<file path="src/rtl/nmcu_desc_fetch_if.sv">
// rtl/nmcu_desc_fetch_if.sv - memory read bus and descriptor stream between the fetch engine and its neighbours
interface nmcu_desc_fetch_if #(
  parameter int ADDR_WIDTH    = 16,
  parameter int DATABUS_WIDTH = 32,
  parameter int IDX_W         = 3
);
  logic                     mem_sel;
  logic                     mem_w;
  logic [ADDR_WIDTH-1:0]    address_bus;
  logic [DATABUS_WIDTH-1:0] mem_rdata;
  logic                     ready;

  logic                     desc_valid;
  logic                     desc_ready;
  logic [1:0]               desc_op;
  logic [15:0]              desc_kaddr;
  logic [2:0]               desc_kdim;
  logic [3:0]               desc_in_w;
  logic [3:0]               desc_in_h;
  logic [IDX_W-1:0]         desc_idx;
  logic                     desc_last;

  modport master (
    output mem_sel, mem_w, address_bus,
    input  mem_rdata, ready,
    output desc_valid, desc_op, desc_kaddr, desc_kdim, desc_in_w, desc_in_h, desc_idx, desc_last,
    input  desc_ready
  );

  modport slave (
    input  mem_sel, mem_w, address_bus,
    output mem_rdata, ready,
    input  desc_valid, desc_op, desc_kaddr, desc_kdim, desc_in_w, desc_in_h, desc_idx, desc_last,
    output desc_ready
  );
endinterface

</file>
<file path="src/rtl/nmcu_desc_fetch.sv">
// rtl/nmcu_desc_fetch.sv - NMCU descriptor list walker with prefetch FIFO; legality checks enabled by NMCU_DESC_CHECK_EN
module nmcu_desc_fetch #(
  parameter int ADDR_WIDTH     = 16,
  parameter int DATABUS_WIDTH  = 32,
  parameter int MAX_DESCS      = 8,
  parameter int FIFO_DEPTH     = 4,
  parameter int MAX_INPUT_DIM  = 15,
  parameter int MAX_KERNEL_DIM = 7,
  localparam int IDX_W = $clog2(MAX_DESCS)
) (
  input  logic                  clk,
  input  logic                  rst,
  input  logic                  start,
  input  logic [ADDR_WIDTH-1:0] base_addr,
  output logic                  busy,
  output logic                  done,
  output logic                  err,
  nmcu_desc_fetch_if.master     bus
);
  localparam int PTR_W = $clog2(FIFO_DEPTH);
  localparam int CNT_W = PTR_W + 1;
  localparam logic [1:0] OP_NOP  = 2'b00;
  localparam logic [1:0] OP_CONV = 2'b01;

`ifdef NMCU_DESC_CHECK_EN
  localparam bit CHECK_EN = 1'b1;
`else
  localparam bit CHECK_EN = 1'b0;
`endif

  typedef enum logic [2:0] {IDLE, REQ, GAP, DRAIN, FLUSH, DONE} state_t;

  typedef struct packed {
    logic [1:0]       op;
    logic [15:0]      kaddr;
    logic [2:0]       kdim;
    logic [3:0]       in_w;
    logic [3:0]       in_h;
    logic [IDX_W-1:0] idx;
    logic             last;
  } desc_t;

  state_t                   state, state_n;
  logic [ADDR_WIDTH-1:0]    base_q;
  logic [IDX_W-1:0]         idx;
  logic                     err_q;
  desc_t                    fifo_mem [FIFO_DEPTH];
  logic [PTR_W-1:0]         wr_ptr, rd_ptr;
  logic [CNT_W-1:0]         count;
  logic [DATABUS_WIDTH-1:0] rdata;
  logic [31:0]              word;
  desc_t                    fetched, head, head_out;
  logic                     head_valid;
  logic                     chk_bad, chk_fail;
  logic                     req_en, accept, push, pop, flush, fetch_fail;

  assign rdata = bus.mem_rdata;
  assign word  = rdata[31:0];

  always_comb begin
    fetched       = '0;
    fetched.kaddr = word[31:16];
    fetched.kdim  = word[12:10];
    fetched.in_w  = word[9:6];
    fetched.in_h  = word[5:2];
    fetched.op    = word[1:0];
    fetched.idx   = idx;
    fetched.last  = (word[1:0] == OP_NOP) || (idx == IDX_W'(MAX_DESCS - 1));
  end

  // Legality of the word on the bus; only acted on when checking is compiled in.
  always_comb begin
    chk_bad = (word[15:13] != 3'b000)
           || (fetched.in_w == 4'd0) || (int'(fetched.in_w) > MAX_INPUT_DIM)
           || (fetched.in_h == 4'd0) || (int'(fetched.in_h) > MAX_INPUT_DIM);
    if (fetched.op == OP_CONV &&
        (fetched.kdim == 3'd0 || int'(fetched.kdim) > MAX_KERNEL_DIM ||
         {1'b0, fetched.kdim} > fetched.in_w || {1'b0, fetched.kdim} > fetched.in_h))
      chk_bad = 1'b1;
  end

  assign chk_fail = CHECK_EN && chk_bad;

  assign head_valid = (count != '0);
  assign head       = fifo_mem[rd_ptr];
  assign head_out   = head_valid ? head : '0;
  assign pop        = head_valid && bus.desc_ready;

  always_ff @(posedge clk or negedge rst) begin
    if (!rst) state <= IDLE;
    else      state <= state_n;
  end

  always_comb begin
    state_n    = state;
    req_en     = 1'b0;
    accept     = 1'b0;
    push       = 1'b0;
    flush      = 1'b0;
    fetch_fail = 1'b0;
    case (state)
      IDLE: begin
        if (start) begin
          accept  = 1'b1;
          state_n = REQ;
        end
      end
      REQ: begin
        // Request is withheld while the FIFO is full; once raised it holds until ready.
        req_en = (count < CNT_W'(FIFO_DEPTH));
        if (req_en && bus.ready) begin
          if (chk_fail) begin
            fetch_fail = 1'b1;
            state_n    = FLUSH;
          end else begin
            push    = 1'b1;
            state_n = fetched.last ? DRAIN : GAP;
          end
        end
      end
      GAP:   state_n = REQ;
      DRAIN: if (pop && head.last) state_n = DONE;
      FLUSH: begin
        flush   = 1'b1;
        state_n = DONE;
      end
      DONE:    state_n = IDLE;
      default: state_n = IDLE;
    endcase
  end

  always_ff @(posedge clk or negedge rst) begin
    if (!rst) begin
      base_q <= '0;
      idx    <= '0;
      err_q  <= 1'b0;
      wr_ptr <= '0;
      rd_ptr <= '0;
      count  <= '0;
    end else begin
      if (accept) begin
        base_q <= base_addr;
        idx    <= '0;
        err_q  <= 1'b0;
      end
      if (push)       idx   <= idx + IDX_W'(1);
      if (fetch_fail) err_q <= 1'b1;
      if (flush) begin
        wr_ptr <= '0;
        rd_ptr <= '0;
        count  <= '0;
      end else begin
        if (push) wr_ptr <= wr_ptr + PTR_W'(1);
        if (pop)  rd_ptr <= rd_ptr + PTR_W'(1);
        count <= count + CNT_W'(push) - CNT_W'(pop);
      end
    end
  end

  always_ff @(posedge clk) begin
    if (push) fifo_mem[wr_ptr] <= fetched;
  end

  assign busy = (state != IDLE);
  assign done = (state == DONE);
  assign err  = err_q;

  assign bus.mem_sel     = req_en;
  assign bus.mem_w       = 1'b0;
  assign bus.address_bus = req_en ? (base_q + ADDR_WIDTH'(idx)) : '0;

  assign bus.desc_valid  = head_valid;
  assign bus.desc_op     = head_out.op;
  assign bus.desc_kaddr  = head_out.kaddr;
  assign bus.desc_kdim   = head_out.kdim;
  assign bus.desc_in_w   = head_out.in_w;
  assign bus.desc_in_h   = head_out.in_h;
  assign bus.desc_idx    = head_out.idx;
  assign bus.desc_last   = head_out.last;
endmodule

</file>
<file path="src/flat_wrapper.sv">
// flat-port wrapper written by rule: the top's interface ports become plain ports
module nmcu_desc_fetch_flat 
#(
  parameter int ADDR_WIDTH     = 16,
  parameter int DATABUS_WIDTH  = 32,
  parameter int MAX_DESCS      = 8,
  parameter int FIFO_DEPTH     = 4,
  parameter int MAX_INPUT_DIM  = 15,
  parameter int MAX_KERNEL_DIM = 7,
  localparam int IDX_W = $clog2(MAX_DESCS)
)
  (clk, rst, start, base_addr, busy, done, err, bus_mem_sel, bus_mem_w, bus_address_bus, bus_mem_rdata, bus_ready, bus_desc_valid, bus_desc_op, bus_desc_kaddr, bus_desc_kdim, bus_desc_in_w, bus_desc_in_h, bus_desc_idx, bus_desc_last, bus_desc_ready);
  nmcu_desc_fetch_if #(.ADDR_WIDTH(ADDR_WIDTH), .DATABUS_WIDTH(DATABUS_WIDTH)) bus_i ();
  input  logic clk;
  input  logic rst;
  input  logic start;
  input  logic [ADDR_WIDTH-1:0] base_addr;
  output logic busy;
  output logic done;
  output logic err;
  output wire logic [$bits(bus_i.mem_sel)-1:0] bus_mem_sel;
  output wire logic [$bits(bus_i.mem_w)-1:0] bus_mem_w;
  output wire logic [$bits(bus_i.address_bus)-1:0] bus_address_bus;
  input wire logic [$bits(bus_i.mem_rdata)-1:0] bus_mem_rdata;
  input wire logic [$bits(bus_i.ready)-1:0] bus_ready;
  output wire logic [$bits(bus_i.desc_valid)-1:0] bus_desc_valid;
  output wire logic [$bits(bus_i.desc_op)-1:0] bus_desc_op;
  output wire logic [$bits(bus_i.desc_kaddr)-1:0] bus_desc_kaddr;
  output wire logic [$bits(bus_i.desc_kdim)-1:0] bus_desc_kdim;
  output wire logic [$bits(bus_i.desc_in_w)-1:0] bus_desc_in_w;
  output wire logic [$bits(bus_i.desc_in_h)-1:0] bus_desc_in_h;
  output wire logic [$bits(bus_i.desc_idx)-1:0] bus_desc_idx;
  output wire logic [$bits(bus_i.desc_last)-1:0] bus_desc_last;
  input wire logic [$bits(bus_i.desc_ready)-1:0] bus_desc_ready;
  assign bus_mem_sel = bus_i.mem_sel;
  assign bus_mem_w = bus_i.mem_w;
  assign bus_address_bus = bus_i.address_bus;
  assign bus_i.mem_rdata = bus_mem_rdata;
  assign bus_i.ready = bus_ready;
  assign bus_desc_valid = bus_i.desc_valid;
  assign bus_desc_op = bus_i.desc_op;
  assign bus_desc_kaddr = bus_i.desc_kaddr;
  assign bus_desc_kdim = bus_i.desc_kdim;
  assign bus_desc_in_w = bus_i.desc_in_w;
  assign bus_desc_in_h = bus_i.desc_in_h;
  assign bus_desc_idx = bus_i.desc_idx;
  assign bus_desc_last = bus_i.desc_last;
  assign bus_i.desc_ready = bus_desc_ready;
  nmcu_desc_fetch #(.ADDR_WIDTH(ADDR_WIDTH), .DATABUS_WIDTH(DATABUS_WIDTH), .MAX_DESCS(MAX_DESCS), .FIFO_DEPTH(FIFO_DEPTH), .MAX_INPUT_DIM(MAX_INPUT_DIM), .MAX_KERNEL_DIM(MAX_KERNEL_DIM)) u_core (.clk(clk), .rst(rst), .start(start), .base_addr(base_addr), .busy(busy), .done(done), .err(err), .bus(bus_i));
endmodule
</file>
<file path="config.mk">
export PLATFORM = sky130hd
export DESIGN_NAME = nmcu_desc_fetch_flat
export DESIGN_NICKNAME = d
export VERILOG_FILES = /design/src/rtl/nmcu_desc_fetch_if.sv /design/src/rtl/nmcu_desc_fetch.sv /design/src/flat_wrapper.sv
export SDC_FILE = /design/constraint.sdc
export NUM_CORES = 1
export LEC_CHECK = 0
export BUFFER_PORTS_ARGS = -buffer_cell sky130_fd_sc_hd__buf_4
export CAP_MARGIN = 10
export CORE_ASPECT_RATIO = 0.7
export CORE_MARGIN = 1.5
export CORE_UTILIZATION = 35
export DETAILED_ROUTE_END_ITERATION = 16
export GPL_ROUTABILITY_DRIVEN = 0
export GPL_TIMING_DRIVEN = 0
export PLACE_DENSITY = 0.63
export SYNTH_ARGS = -nofsm -noshare
export SYNTH_HDL_FRONTEND = slang
export SYNTH_SLANG_ARGS = --single-unit
</file>
<file path="constraint.sdc">
create_clock -name clk -period 3.5 [get_ports clk]
set_clock_uncertainty 0.05 [all_clocks]
set_input_delay 0.7 -clock clk [delete_from_list [all_inputs] [get_ports clk]]
set_output_delay 0.7 -clock clk [all_outputs]
set_load 0.1 [all_outputs]
</file>
==> results of run 1 <==
==> sequential cells by signal (all words and copies together) (netlist names) <==
name             flops
u_core.rd_ptr        2
u_core.state         3
u_core.fifo_mem    132
u_core.idx           3
u_core.base_q       16
u_core.wr_ptr        2
u_core.count         3
==> metrics by stage <==
stage / cell area, µm² / setup WS [ns] / instances / hold WS (ns)
after floorplan: 6820 / 0.0200 / 392 / 0.354
after global placement: 7890 / 0.142 / 736 / 0.449
after detailed placement: 7970 / 0.0834 / 740 / 0.466
after CTS: 8540 / 0.00989 / 772 / 0.156
after global routing: 8560 / 0.0137 / 772 / 0.172
final: 8560 / 0.139 / 772 / 0.153
==> synth_stat cells (2+ instances only) <==
cell type and count:
nand3_1 4, and2_1 36, buf_4 4, nor2b_1 3
o21ai_0 11, edfxtp_1 132, xor2_1 7, nand4_1 2
xnor2_1 4, ha_1 10, buf_1 2, buf_2 5
nor3_1 4, nand2_1 7, or3_1 8, clkbuf_1 9
inv_1 8, mux2_2 14, nor2_1 14, fa_1 2
o211ai_1 3, and3_1 5, mux4_2 33, o21bai_1 2
a21oi_1 10, dfrtp_1 29, a22o_1 2
==> final cells by class <==
| cell class | count | area [µm²] |
|---|---|---|
| buffer | 20 | 104 |
| clock buffer | 18 | 429 |
| clock inverter | 14 | 105 |
| fill | 1665 | 10400 |
| inverter | 9 | 38.8 |
| multi-input combinational | 201 | 2000 |
| sequential | 161 | 4690 |
| tap | 242 | 303 |
| timing repair buffer | 107 | 885 |
==> cells by family after synthesis <==
family,synth area share
AO/OA/AOI/OAI,0.0290
other,0.000553
XOR/XNOR,0.0142
AND/OR/NAND/NOR,0.0818
flip-flops,0.692
adder cells (fa/ha/maj),0.0244
multiplexers,0.137
buffers and inverters,0.0216
==> cells in the final DEF (no fill, tap or decap), types with 2 or more instances in the layout <==
cell	netlist	routed
a21oi_1	10	3
a21oi_2	0	7
a22o_1	2	2
and2_1	36	36
and3_2	0	4
buf_1	2	2
buf_12	0	5
buf_2	5	5
buf_4	4	103
buf_6	1	2
buf_8	0	2
clkbuf_1	9	9
clkbuf_16	0	17
clkinv_2	0	4
clkinv_4	0	3
conb_1	1	2
dfrtp_1	29	28
edfxtp_1	132	132
fa_1	2	2
ha_1	10	9
inv_1	8	8
inv_6	1	6
mux2_2	14	14
mux4_2	33	33
nand2_1	7	7
nand3_1	4	4
nand4_1	2	2
nor2_1	14	11
nor2_2	1	4
nor2b_1	3	2
nor3_1	4	3
o211ai_1	3	3
o21ai_0	11	10
o21bai_1	2	2
or3_1	8	8
xnor2_1	4	4
xor2_1	7	7
==> how the worst max path moves through the flow <==
stage	startpoint	to	slack (ns)
after floorplan	u_core.idx[0]	bus_address_bus[14]	0.02
after global placement	u_core.idx[0]	bus_address_bus[14]	0.14
after detailed placement	u_core.idx[0]	bus_address_bus[14]	0.08
after CTS	u_core.idx[2]	bus_address_bus[15]	0.01
after global routing	u_core.idx[2]	bus_address_bus[15]	0.01
final	u_core.idx[0]	bus_address_bus[10]	0.14
==> metal layers <==
| metal | routed length [µm] | vias to the layer above | GRT usage | share of wire |
|---|---|---|---|---|
| met5 | 0 | - | 0 | 0 |
| met4 | 145 | 0 | 0.0465 | 0.011 |
| met3 | 811 | 11 | 0.0525 | 0.060 |
| met2 | 6410 | 92 | 0.222 | 0.47 |
| met1 | 6230 | 1925 | 0.187 | 0.46 |
| li1 | - | 1747 | - | - |
==> what timing repair did <==
action	CTS	global route
setup endpoints to repair	4	8
setup buffers	0	1
cloned	0	0
gates resized for setup	11	3
hold buffers	0	0
==> results.toml, run 1 <==
[routing]
routed_wl_mm = 13.6
drt-wirelength-per-cell_um = 17.6
vias = 3775
viasPerCell = 4.89
drcViolationCount = 0
drt_first_pass_iters = 5
ant_nets = 0
first_iter_violations = 226

[worst_setup_path]
critical-path-top-delay-family = "adder cells"
worstPathArrival_ns = 2.61
r2r-end = "u_core.count[2]"
rr_worst_depth = 11
critPathRequiredTime_ns = 2.75
critical_path_class = "reg -> out"
crit_chain = "ha_1 -> inv_1 -> fa_1 -> nor2b_4 -> o21ai_2 -> or3_1 -> a21oi_2 -> buf_8"
reg2reg_slack_ns = 0.89
r2r-start = "u_core.state[1]"
crit_fanout = 6
max_stage_delay_ns = 0.43
crit_cells = 8
cp-start-kind = "flop"
critPathBufInv = 2
critPathSlowestCell = "fa_1"
crit_path_end_kind = "primary output"

[clock_tree]
root_buffer = "clkbuf_16"
cts_tree = "done"
ctsHtreeMaxLevel = 4
cts_sinks = 161
path_clk_slew_ns = 0.07
clock_path_buffers = 2
clk_latency_ns = 0.41
cts_buffers = 17

[sta]
fin_crit_sh = 0.960
final-setup-viol-count = 0
drv_slew = 0
max_slew.worst_pin.slew_ns = 0.976
totalNegativeSetupSlack_ns = 0
max_freq_mhz = 298
hold_viol_final = 0
finalCriticalPeriod_ns = 3.36
rsz0062_at_grt = "no"
relSlewSlack = 0.348

[synth]
post-synth-top-area-cell = "edfxtp_1"
ys_seq_area_frac = 0.692
ys_ff_latch = 161
avgSynthCellArea_um2 = 17.3
synth_top_area_share = 0.585
synthDistinctLibCells = 48
ys_async_sr_fraction = 0.180
ys.flop_type = "edfxtp_1"
synth_area_leaders = "edfxtp_1, mux4_2, dfrtp_1"
synth_edf_count = 132
ys_warn_count = 0
netlist_instances = 391
syn-cell-area_um2 = 6780

[floorplanning]
core_um2 = 18900
dieWidth_um = 169
io_pins = 108
row_count = 42
start_util = 0.358
die_area_um2 = 20200
die_h_um = 119

[final_layout]
syn_to_final_growth_pct = 26.3
n_antenna_cell = 0
utilization = 0.452
finalNetCount = 582
drive_gt1_frac = 0.413

[outcome]
outcome = "finished clean"

[global_routing]
grt_max_degree = 34
overflow = 0
antenna_found_initial = 0
grt_pass1_vias = 3945
grt_pass1_wl_mm = 21.2
track_usage = 0.143

[flow_run]
cap_violations = 0

[placed_design]
post-dp-hpwl_mm = 8.95
io_buffers = 102

[worst_hold_path]
hold_class = "in -> async"
Power of run 1 is not shown: default switching activity piles up to over one toggle a cycle in this logic, so the estimate is an artifact.
==> run 2, diff against run 1 <==
Settings changed: BUFFER_PORTS_ARGS -buffer_cell sky130_fd_sc_hd__buf_4 to -buffer_cell sky130_fd_sc_hd__buf_2, CORE_MARGIN 1.5 to 5.
==> results.toml, run 2 (synthesis gave the netlist of run 1 again) <==
[worst_setup_path]
critPathRequiredTime_ns = 2.75
crit_fanout = 6
cp-start-kind = "flop"
critical_path_class = "reg -> out"
crit_path_end_kind = "primary output"
worstPathArrival_ns = 2.60

[final_layout]
final_common_cell = "edfxtp_1"
finalNetCount = 583
n_antenna_cell = 0
regMostFlops = "u_core.fifo_mem"
syn_to_final_growth_pct = 24.7
reg.largest.list = "u_core.fifo_mem (132), u_core.base_q (16)"
largest_reg_flops = 132
drive_gt1_frac = 0.424
n_fill_cell = 1673
final_cell_mix = "edfxtp_1, buf_2, and2_1"

[sta]
timing.hold.ws_ns = 0.265
totalNegativeSetupSlack_ns = 0
fin_crit_sh = 0.958
max_freq_mhz = 298
max_slew.worst_pin.slew_ns = 1.01
rsz0062_at_grt = "no"
hold_viol_final = 0
relSlewSlack = 0.327
drv_slew = 0
final-setup-viol-count = 0
finalCriticalPeriod_ns = 3.35

[routing]
vias = 3857
ant_nets = 0
routed_wl_mm = 14.4
drcViolationCount = 0
drt-wirelength-per-cell_um = 18.2
drt_first_pass_iters = 4
viasPerCell = 4.85
first_iter_violations = 287

[clock_tree]
postCtsHoldBufs = 0
root_buffer = "clkbuf_16"
ctsHtreeMaxLevel = 4
cts_sinks = 161
path_clk_slew_ns = 0.07
clock_path_buffers = 2
clk_latency_ns = 0.42
cts_buffers = 17
cts_tree = "done"

[floorplanning]
io_pins = 108
die_area_um2 = 22300
dieWidth_um = 176
die_h_um = 126
core_um2 = 19000
start_util = 0.357
row_count = 42

[global_routing]
grt_max_degree = 30
overflow = 0
track_usage = 0.135
grt_pass1_vias = 4104
grt_pass1_wl_mm = 22.7
antenna_found_initial = 1

[flow_run]
cap_violations = 0

[placed_design]
io_buffers = 102
post-dp-hpwl_mm = 9.67

[outcome]
outcome = "finished clean"

[worst_hold_path]
hold_class = "in -> async"
## run 2: timing repair
item	4_1_cts	5_1_grt
setup endpoints to repair	11	13
resized for setup	22	6
setup buffers	0	2
gates cloned	0	0
## run 2: cell type report
| class | count | area [µm²] | area share |
|---|---|---|---|
| clock inverters | 15 | 191 | 0.0226 |
| well taps | 264 | 330 | 0.0391 |
| plain buffers | 20 | 106 | 0.0126 |
| clock buffers | 17 | 425 | 0.0503 |
| repair buffers | 108 | 662 | 0.0783 |
| flip-flops and latches | 161 | 4690 | 0.555 |
| multi-input cells | 201 | 2010 | 0.237 |
| inverters | 9 | 38.8 | 0.00459 |
## run 2: worst paths after layout
path                       cells past startpoint                     end  slack [ns]         startpoint
max in group asynchronous                      1           u_core.idx[0]        2.63                rst
hold / removal                                 1        u_core.base_q[7]        0.26                rst
setup / recovery                               8     bus_address_bus[12]        0.15      u_core.idx[0]
setup reg to reg                              11         u_core.count[2]        0.86    u_core.state[1]
hold reg to reg                                1        u_core.base_q[0]        0.47   u_core.base_q[0]
min in group clk                               1  u_core.fifo_mem[3][20]        0.44  bus_mem_rdata[21]
## run 2: stage by stage
stage	instance area [µm²]	util	setup WS [ns]	std cells
6_report	8450	0.446	0.146	795
3_3_place_gp	7660	0.404	0.00115	758
4_1_cts	8430	0.444	0.00755	794
3_5_place_dp	7750	0.408	-0.0968	762
2_1_floorplan	6820	-	0.0200	392
5_1_grt	8450	0.446	0.0350	795
## run 2: per-layer routing
metal | part of all wire | up-vias | wire [µm] | global-route usage
met3 | 0.052 | 13 | 758 | 0.0375
met1 | 0.44 | 1982 | 6410 | 0.178
li1 | - | 1758 | - | -
met2 | 0.49 | 102 | 7150 | 0.215
met5 | 0.00090 | - | 13 | 0
met4 | 0.0083 | 2 | 120 | 0.0509
## run 2: worst max-delay path, stage by stage (launching register included)
cell     delay [ns]
dfrtp_2        0.37
ha_1           0.21
inv_1          0.07
fa_1           0.42
nor2b_4        0.20
o21ai_2        0.13
or3_1          0.39
a21oi_2        0.20
buf_12         0.20
Power of run 2 is left out for the same reason.
